[src/rtl/nibble_serial_adder_pkg.sv]
// Shared definitions for the nibble-serial adder: state encoding and slice width.
package nibble_pkg;

   localparam int NIBBLE_W = 4;

   typedef enum logic [1:0] {
      ST_IDLE = 2'd0,
      ST_ADD  = 2'd1,
      ST_DONE = 2'd2
   } state_t;

   // Index register width: clog2 of the nibble count, never narrower than one bit.
   function automatic int idx_width(input int n);
      return (n <= 1) ? 1 : $clog2(n);
   endfunction

endpackage

[src/rtl/nibble_add4.sv]
// 4-bit ripple-carry slice built from four full-adder bit cells.
// c3 is the carry into bit 3, needed for signed overflow on the top slice.
module nibble_add4 (
   input  logic [3:0] x,
   input  logic [3:0] y,
   input  logic       ci,
   output logic [3:0] s,
   output logic       c3,
   output logic       c4
);

   logic [4:0] c;

   assign c[0] = ci;

   // Full-adder cells chained LSB to MSB.
   for (genvar i = 0; i < 4; i++) begin : g_fa
      assign s[i]   = x[i] ^ y[i] ^ c[i];
      assign c[i+1] = (x[i] & y[i]) | (c[i] & (x[i] ^ y[i]));
   end

   assign c3 = c[3];
   assign c4 = c[4];

endmodule

[src/rtl/nibble_serial_adder.sv]
// Multi-cycle adder: sums two WIDTH-bit operands one nibble per clock, LSB first.
// The carry between nibbles lives in carry_q; results are held until the next start.
//
// state   | meaning
// --------+------------------------------------------------------
// IDLE    | waiting for start; outputs hold the last result
// ADD     | one nibble per edge, index idx_q, carry in carry_q
// DONE    | one-cycle done pulse, then back to IDLE
module nibble_serial_adder
   import nibble_pkg::*;
#(
   parameter  int WIDTH   = 16,
   localparam int NIBBLES = WIDTH / 4
) (
   input  logic             clk,
   input  logic             rst,
   input  logic             start,
   input  logic [WIDTH-1:0] a,
   input  logic [WIDTH-1:0] b,
   input  logic             cin,
   output logic             busy,
   output logic             done,
   output logic [WIDTH-1:0] sum,
   output logic             cout,
   output logic             overflow
);

   localparam int IDX_W = idx_width(NIBBLES);

   state_t             state_q, state_d;
   logic [IDX_W-1:0]   idx_q, idx_d;
   logic [WIDTH-1:0]   a_q, a_d;
   logic [WIDTH-1:0]   b_q, b_d;
   logic               carry_q, carry_d;
   logic [WIDTH-1:0]   sum_q, sum_d;
   logic               cout_q, cout_d;
   logic               ovf_q, ovf_d;
   logic               busy_q, busy_d;
   logic               done_q, done_d;

   logic [IDX_W+1:0]   sh;
   logic [WIDTH-1:0]   a_shift, b_shift;
   logic [3:0]         s4;
   logic               c3, c4;
   logic               last_nib;

   // Select the current nibble of each captured operand.
   always_comb begin
      sh      = {idx_q, 2'b00};
      a_shift = a_q >> sh;
      b_shift = b_q >> sh;
   end

   assign last_nib = (idx_q == IDX_W'(NIBBLES - 1));

   nibble_add4 u_add4 (
      .x  (a_shift[NIBBLE_W-1:0]),
      .y  (b_shift[NIBBLE_W-1:0]),
      .ci (carry_q),
      .s  (s4),
      .c3 (c3),
      .c4 (c4)
   );

   // Next-state and next-output logic for the sequencer.
   always_comb begin
      state_d = state_q;
      idx_d   = idx_q;
      a_d     = a_q;
      b_d     = b_q;
      carry_d = carry_q;
      sum_d   = sum_q;
      cout_d  = cout_q;
      ovf_d   = ovf_q;
      case (state_q)
         ST_IDLE: begin
            if (start) begin
               a_d     = a;
               b_d     = b;
               carry_d = cin;
               sum_d   = '0;
               cout_d  = 1'b0;
               ovf_d   = 1'b0;
               idx_d   = '0;
               state_d = ST_ADD;
            end
         end
         ST_ADD: begin
            sum_d   = (sum_q & ~(WIDTH'({NIBBLE_W{1'b1}}) << sh)) | (WIDTH'(s4) << sh);
            carry_d = c4;
            idx_d   = idx_q + 1'b1;
            if (last_nib) begin
               cout_d  = c4;
               ovf_d   = c3 ^ c4;
               idx_d   = '0;
               state_d = ST_DONE;
            end
         end
         ST_DONE: state_d = ST_IDLE;
         default: state_d = ST_IDLE;
      endcase
      busy_d = (state_d == ST_ADD);
      done_d = (state_d == ST_DONE);
   end

   // All state, operand, carry and result registers; reset clears everything at once.
   always_ff @(posedge clk or posedge rst) begin
      if (rst) begin
         state_q <= ST_IDLE;
         idx_q   <= '0;
         a_q     <= '0;
         b_q     <= '0;
         carry_q <= 1'b0;
         sum_q   <= '0;
         cout_q  <= 1'b0;
         ovf_q   <= 1'b0;
         busy_q  <= 1'b0;
         done_q  <= 1'b0;
      end else begin
         state_q <= state_d;
         idx_q   <= idx_d;
         a_q     <= a_d;
         b_q     <= b_d;
         carry_q <= carry_d;
         sum_q   <= sum_d;
         cout_q  <= cout_d;
         ovf_q   <= ovf_d;
         busy_q  <= busy_d;
         done_q  <= done_d;
      end
   end

   assign busy     = busy_q;
   assign done     = done_q;
   assign sum      = sum_q;
   assign cout     = cout_q;
   assign overflow = ovf_q;

endmodule

[config.mk]
export PLATFORM = sky130hd
export DESIGN_NAME = nibble_serial_adder
export DESIGN_NICKNAME = d
export VERILOG_FILES = /design/src/rtl/nibble_serial_adder_pkg.sv /design/src/rtl/nibble_add4.sv /design/src/rtl/nibble_serial_adder.sv
export SDC_FILE = /design/constraint.sdc
export NUM_CORES = 1
export LEC_CHECK = 0
export CAP_MARGIN = 20
export CORE_MARGIN = 5
export CORE_UTILIZATION = 40
export DETAILED_ROUTE_END_ITERATION = 8
export PLACE_DENSITY = 0.68
export SYNTH_ARGS = -nofsm -noshare
export SYNTH_HDL_FRONTEND = slang
export SYNTH_SLANG_ARGS = --single-unit
[constraint.sdc]
create_clock -name clk -period 3.4 [get_ports clk]
set_input_delay 0.85 -clock clk [delete_from_list [all_inputs] [get_ports clk]]
set_output_delay 0.85 -clock clk [all_outputs]
set_load 0.01 [all_outputs]
# --- After elaboration in Yosys (flattened, before gate mapping) ---
# Index checks and enable logic that the tools add are counted.
op_classes:
  addsub: 1
  eq_ne: 6
  n_shift: 4
  n_mux: 15
  bitwise_logic: 24
  n_reduce_logical: 5
op_table:
  columns: ["op", "n"]
  rows:
  - ["16-bit one-hot mux with 2 select lines", 1]
  - ["16-bit by 4-bit >> shifter with 4-bit output", 2]
  - ["16-bit bitwise AND", 1]
  - ["16-bit 2-to-1 mux", 1]
  - ["16-bit NOT", 1]
  - ["16-bit OR", 1]
  - ["4-bit by 4-bit << shifter with 16-bit output", 1]
  - ["4-bit by 4-bit << shifter with 16-bit output, first input constant", 1]
  - ["1-bit XOR", 9]
  - ["1-bit bitwise AND", 8]
  - ["2-bit 2-to-1 mux", 4]
  - ["2-bit one-hot mux with 2 select lines", 2]
  - ["1-bit one-hot mux with 2 select lines", 3]
  - ["2-bit by 1-bit == test with 1-bit output, second input constant", 2]
  - ["2-bit == test, second input constant", 2]
  - ["1-bit 2-to-1 mux", 4]
  - ["2-bit inequality test, second input constant", 2]
  - ["1-bit OR", 4]
  - ["2-bit AND reduction", 2]
  - ["3-bit AND reduction", 1]
  - ["2-bit by 1-bit adder with 2-bit output, second input constant", 1]
  - ["2-bit logical NOT", 1]
  - ["2-bit nonzero test", 1]
totals:
  ff_bits: 57
  inputBits: 36

# --- Depth between registers and ports, before layout ---
# Gate-level depths: netlist of run 1.
depth:
  ltp_word: 13
  mapped_depth: 9

# --- By module ---
# From an unflattened synthesis of run 1, not the netlist that was laid out.
unflattened:
  cells_unflattened: 175
  area_unflattened_um2: 2688.8
modules_own_cells:
  columns: ["module", "instances", "cells_each", "area_per_inst_um2", "seq_area_each_um2"]
  rows:
  - ["nibble_serial_adder", 1, 163, 2578.7, 1426.4]
  - ["nibble_add4", 1, 12, 110.1, 0.0]

# --- Worst setup path after synthesis of run 1 ---
# Ideal clock, no wire load.
synth_path:
  path_type: "reg-to-reg"
  startpoint: "register idx_q[0]"
  endpoint: "register sum_q[11], in the netlist sum[11]"
  setup_ns: 0.121
  arrival_ns: 3.085
  t_required_ns: 3.279
  setup_slack_ns: 0.194
  path_stages_with_launch: 8
  path_buffers: 1
  period_less_slack_ns: 3.206
  cell_sequence: "dfrtp_1 buf_4 mux4_2 fa_1 fa_1 fa_1 fa_1 a22o_1"
synth_via:
  elab_chain_cells: 12
synth_lines:
  columns: ["item", "line_no", "text"]
  rows:
  - ["from (decl)", "nibble_serial_adder.sv:31", "logic [IDX_W-1:0] idx_q, idx_d;"]
  - ["from (signal assigned)", "nibble_serial_adder.sv:121", "idx_q <= idx_d;"]
  - ["16-bit by 4-bit >> shifter with 4-bit output, on equally long branches", "nibble_serial_adder.sv:50, nibble_serial_adder.sv:51", null]
  - ["1-bit XOR", "nibble_add4.sv:19", "assign c[i+1] = (x[i] & y[i]) | (c[i] & (x[i] ^ y[i]));"]
  - ["1-bit bitwise AND", "nibble_add4.sv:19", null]
  - ["1-bit OR", "nibble_add4.sv:19", null]
  - ["1-bit bitwise AND", "nibble_add4.sv:19", null]
  - ["1-bit OR", "nibble_add4.sv:19", null]
  - ["1-bit bitwise AND", "nibble_add4.sv:19", null]
  - ["1-bit OR", "nibble_add4.sv:19", null]
  - ["1-bit XOR", "nibble_add4.sv:18", "assign s[i] = x[i] ^ y[i] ^ c[i];"]
  - ["4-bit by 4-bit << shifter with 16-bit output", "nibble_serial_adder.sv:89", "sum_d = (sum_q & ~(WIDTH'({NIBBLE_W{1'b1}}) << sh)) | (WIDTH'(s4) << sh);"]
  - ["16-bit OR *", "nibble_serial_adder.sv:89", null]
  - ["16-bit one-hot mux with 2 select lines *", "nibble_serial_adder.sv:75", "case (state_q)"]
  - ["to (signal assigned)", "nibble_serial_adder.sv:125", "sum_q <= sum_d;"]
  - ["to (decl)", "nibble_serial_adder.sv:35", "logic [WIDTH-1:0] sum_q, sum_d;"]
# Mark *: on every way between the ends. The rest lies on a longest branch, timed or not.
# A chain may end at the register's enable or synchronous reset.

# --- Worst setup path in the final report of run 1 ---
layout_path:
  startpoint: "register idx_q[0]"
  endpoint: "register sum_q[3], in the netlist sum[3]"
# Same word-level chain as after synthesis.

==> results.json, run 1 <==
{
  "area_growth_pct": 33.0,
  "die_area_mm2": 0.00804,
  "route.detailed.drc": 0,
  "synth_seq_area_share": 0.562,
  "p_leak_nw": 1.48,
  "io_pins": 56,
  "yosysMostFrequentCell": "dfrtp_1",
  "syn_nets": 210,
  "startpoint_type": "flop",
  "drtIter0Drc": 33,
  "grt_pass1_vias": 1706,
  "avgSynthCellArea_um2": 15.3,
  "powerDensity_mw_per_mm2": 1090,
  "path_cells": "mux4_2 > fa_1 > fa_1 > fa_1 > fa_1 > a22o_1",
  "synth_seq_cells": 57,
  "setup_tns_ns": 0,
  "clk_path_buf_depth": 2,
  "clkTransAtPathRegs_ns": 0.06,
  "routabilityCongestion": 0.811,
  "synth_edf_count": 0,
  "status": "finished clean",
  "dp_hpwl_um": 3760,
  "utilization": 0.538,
  "rrSetupSlack_ns": 0.30,
  "synth_cell_types": 24,
  "ys.flop_type": "dfrtp_1",
  "syn_inst": 166,
  "critical_path.max_fanout": 4,
  "hold_path.startpoint": "b_q[2]",
  "antenna_found_initial": 0,
  "initial_utilization": 0.404,
  "holdBufCountCts": 0,
  "core_area_mm2": 0.00628,
  "synth_top_area_share": 0.562,
  "htree_levels": 3,
  "period_needed_ns": 3.10,
  "post_cts_buffers": 0,
  "cp.required_ns": 3.63,
  "slew_viol_final": 0,
  "cts_buffers": 9,
  "timing.final.crit_share": 0.912,
  "grt_util_all_layers": 0.146,
  "max-cap-violations": 0,
  "rsz0062_at_grt": "false",
  "dr.pass1.iters": 4,
  "die_width_um": 89.6,
  "setup_viol_count_final": 0,
  "syn_area_mm2": 0.00254,
  "cts_resized": 0,
  "worst_clock_skew_ns": 0.00747,
  "tightestPinTransition_ns": 0.709,
  "insertedDiodeCount": 0,
  "cts_tree": "yes",
  "cp_common_cell": "fa_1",
  "synth_area_leader_cell": "dfrtp_1",
  "min_path_cells": 1,
  "rr_worst_depth": 6,
  "hold_viol": 0,
  "worstSkewPairLatency_ns": 0.34,
  "synth_async_sr_flop_share": 1.00,
  "hold-worst-slack_ns": 0.480,
  "yosysWarnings": 0,
  "routed_wl_um": 5160,
  "fin_total_pwr_mw": 3.67,
  "io_buffers": 55,
  "stdcell_count": 312,
  "dp_cells": 296,
  "fillers": 556,
  "criticalPathCategory": "reg2reg",
  "die_h_um": 89.6,
  "crit_buf_inv": 0,
  "num_vias": 1606,
  "yosys-top-cells-area": "dfrtp_1, mux2_1, mux4_2",
  "ir_drop_mv": 0.645,
  "holdPathEnd": "b_q[2]",
  "nets": 274,
  "drive_gt1_frac": 0.145,
  "cts-root-buf": "clkbuf_8",
  "critPathSlowestCell": "fa_1",
  "regToRegStartpoint": "idx_q[0]",
  "hp-class": "reg2reg",
  "relSlewSlack": 0.528,
  "max_freq_mhz": 322,
  "synth_common_cells": "dfrtp_1, mux2_1, a22o_1, mux4_2, nand2_1",
  "cpPeakStageDelay_ns": 0.54,
  "end_kind": "flop",
  "ant_nets": 0,
  "cp_top_family": "adder cells",
  "vias_per_cell": 5.15,
  "grt_pass1_wl_um": 8470,
  "wl_per_cell_um": 16.5,
  "grt_max_degree": 58,
  "cp.arrival_ns": 3.33,
  "rows": 29,
  "r2r_end": "sum[3]",
  "grt_overflow": 0,
  "cts_sinks": 57
}
[report_power, final]
| part | leakage, nW | switching (mW) | internal, mW | total [mW] |
|---|---|---|---|---|
| Sequential | 0.696 | 0.189 | 1.01 | 1.20 |
| Combinational | 0.679 | 0.859 | 0.958 | 1.82 |
| Clock | 0.107 | 0.259 | 0.398 | 0.657 |
[worst max-delay path by stage]
stage / start / endpoint / slack (ns) / cells after the start
after CTS: idx_q[0] / sum[3] / 0.27 / 6
after global routing: idx_q[0] / overflow / 0.16 / 8
after detailed placement: idx_q[0] / sum[3] / 0.26 / 6
final: idx_q[0] / sum[3] / 0.30 / 6
after global placement: idx_q[0] / sum[7] / 0.36 / 6
after floorplan: idx_q[0] / sum[11] / 0.19 / 7
[metal layers]
layer	vias to the layer above	wire length (um)	track usage
li1	740	-	-
met1	803	2260	0.186
met2	51	2400	0.221
met3	12	397	0.0566
met4	0	100	0.0650
met5	-	0	0
[area by class of cell]
class	instances	area [um2]	area share
clock buffer	14	173	0.0511
clock inverter	2	35.0	0.0104
timing repair buffer	60	588	0.174
tap	77	96.3	0.0285
sequential	57	1430	0.423
inverter	5	18.8	0.00556
multi-input combinational	97	1040	0.308
[placed cells by master (no fill, tap or decap), types with 4 or more instances in the layout]
cell / instances
buf_4: 5
dfrtp_1: 57
inv_1: 4
mux4_2: 8
clkdlybuf4s50_1: 55
fa_1: 4
ha_1: 4
a21o_1: 4
nand2_1: 8
mux2_1: 32
clkbuf_8: 12
a22o_1: 17
[flip-flops by register name, indices dropped and copies added (netlist names)]
name and flops:
state_q 2, carry_q 1, done 1, idx_q 2, sum 16, cout 1, a_q 16, b_q 16
overflow 1, busy 1
[cells by family after synthesis]
family / share of synthesized area
adder cells (fa/ha/maj): 0.0513
flip-flops: 0.562
XOR/XNOR: 0.00345
AO/OA/AOI/OAI: 0.0833
buffers and inverters: 0.0286
multiplexers: 0.221
AND/OR/NAND/NOR: 0.0503
[per-stage QoR]
step / instance area, um2 / setup slack (ns)
2_1_floorplan: 2540 / 0.194
5_1_grt: 3380 / 0.161
3_5_place_dp: 3170 / 0.261
6_report: 3380 / 0.299
3_3_place_gp: 3170 / 0.363
4_1_cts: 3380 / 0.271
(Power assumes the default switching activity.)
==> run 2: changes to the inputs <==
==> constraint.sdc (replaced) <==
create_clock -name clk -period 3.4 [get_ports clk]
set_input_delay 0.34 -clock clk [delete_from_list [all_inputs] [get_ports clk]]
set_output_delay 0.34 -clock clk [all_outputs]
set_load 0.01 [all_outputs]
==> run 2 against run 1 <==
Cell count is 0.64% lower; routed wire length decreased by 1.5%; maximum frequency fell by 0.27%.
==> results.json, run 2 (synthesized netlist as in run 1, its figures left out) <==
{
  "wl_per_cell_um": 16.4,
  "setup_viol_count_final": 0,
  "grt_max_degree": 33,
  "die_width_um": 89.6,
  "vias_per_cell": 5.04,
  "clk_path_buf_depth": 2,
  "p_comb_frac": 0.482,
  "rows": 29,
  "cp.arrival_ns": 3.34,
  "num_vias": 1563,
  "pwr-share-seq": 0.327,
  "stdcell_count": 310,
  "clkTransAtPathRegs_ns": 0.07,
  "cp.required_ns": 3.63,
  "status": "finished clean",
  "nets": 273,
  "cts_tree": "yes",
  "hold_viol": 0,
  "switching_share": 0.351,
  "die_h_um": 89.6,
  "holdBufCountCts": 0,
  "mostFrequentLayoutCells": "dfrtp_1, clkdlybuf4s50_1, mux2_1",
  "slew_viol_final": 0,
  "max_freq_mhz": 322,
  "period_needed_ns": 3.11,
  "drive_gt1_frac": 0.146,
  "grt_overflow": 0,
  "dp_cells": 295,
  "dr.pass1.iters": 4,
  "initial_utilization": 0.404,
  "grt_util_all_layers": 0.146,
  "hp-class": "in2async",
  "cts_buffers": 9,
  "startpoint_type": "flop",
  "setup_tns_ns": 0,
  "tightestPinTransition_ns": 0.880,
  "antenna_found_initial": 0,
  "insertedDiodeCount": 0,
  "criticalPathCategory": "reg2reg",
  "io_buffers": 55,
  "cts_sinks": 57,
  "clockPowerShare": 0.191,
  "ir_drop_mv": 0.469,
  "ant_nets": 0,
  "drtIter0Drc": 45,
  "io_pins": 56,
  "cts-root-buf": "clkbuf_8",
  "die_area_mm2": 0.00804,
  "fillers": 552,
  "worst_clock_skew_ns": 0.00903,
  "max-cap-violations": 0,
  "rsz0062_at_grt": "false",
  "routabilityCongestion": 0.768,
  "htree_levels": 3,
  "timing.final.crit_share": 0.914,
  "area_growth_pct": 33.1,
  "dp_hpwl_um": 3770,
  "route.detailed.drc": 0,
  "critical_path.max_fanout": 4,
  "grt_pass1_vias": 1699,
  "routed_wl_um": 5080,
  "final_common_cell": "dfrtp_1",
  "intPower_mw": 2.38,
  "power.switching_mw": 1.29,
  "end_kind": "flop",
  "worstSkewPairLatency_ns": 0.34,
  "powerDensity_mw_per_mm2": 1090,
  "cts_resized": 0,
  "relSlewSlack": 0.412,
  "grt_pass1_wl_um": 8540,
  "core_area_mm2": 0.00628,
  "post_cts_buffers": 0,
  "p_leak_nw": 1.47
}
run 2: cell count changes in the layout (fill, tap and decap cells not counted):
cell	change
bufinv_16	+1
clkbuf_1	-2
clkinvlp_4	+2
clkbuf_8	-2
buf_4	-1
run 2: stage by stage:
step	util	cell area (um2)	total power, mW	worst slack [ns]	hold slack [ns]
global placement	0.503	3160	2.98	0.368	0.467
finish	0.538	3380	3.67	0.291	0.405
CTS	0.538	3380	3.73	0.260	0.414
detailed placement	0.503	3160	3.02	0.274	0.474
global route	0.538	3380	3.95	0.177	0.440
floorplan	-	2540	2.42	0.194	0.452
run 2: worst max-delay path, cell delays in order, from the launching register on:
cell and delay (ns):
dfrtp_1 0.43, mux4_2 0.54, fa_1 0.41, fa_1 0.40
fa_1 0.43, fa_1 0.54, a22o_1 0.24
run 2: worst paths after layout:
kind                       depth (start not counted)       end     start  slack, ns
setup / recovery                                   6    sum[7]  idx_q[0]       0.29
hold / removal                                     2  idx_q[0]       rst       0.40
setup reg to reg                                   6    sum[7]  idx_q[0]       0.29
hold reg to reg                                    1   a_q[12]   a_q[12]       0.48
max in group asynchronous                          3   a_q[12]       rst       2.18
min in group clk                                   1   a_q[12]   a_q[12]       0.48
run 2: power groups by stage:
stage,combinational [mW],clock [mW],sequential [mW]
floorplan,1.24,0,1.18
global placement,1.78,0,1.21
detailed placement,1.80,0,1.22
CTS,1.81,0.718,1.21
global route,1.95,0.751,1.25
finish,1.77,0.699,1.20
run 2: cell type report:
class | instances | area (um2) | area share
multi-input combinational | 97 | 1040 | 0.307
sequential | 57 | 1430 | 0.422
inverter | 5 | 18.8 | 0.00556
clock buffer | 10 | 138 | 0.0407
timing repair buffer | 59 | 581 | 0.172
clock inverter | 5 | 80.1 | 0.0237
tap | 77 | 96.3 | 0.0285
run 2: per-layer routing:
| layer | vias up | track usage | wire length, um |
|---|---|---|---|
| li1 | 730 | - | - |
| met1 | 771 | 0.195 | 2330 |
| met2 | 55 | 0.213 | 2290 |
| met3 | 7 | 0.0575 | 404 |
| met4 | 0 | 0.0609 | 60 |
| met5 | - | 0 | 0 |
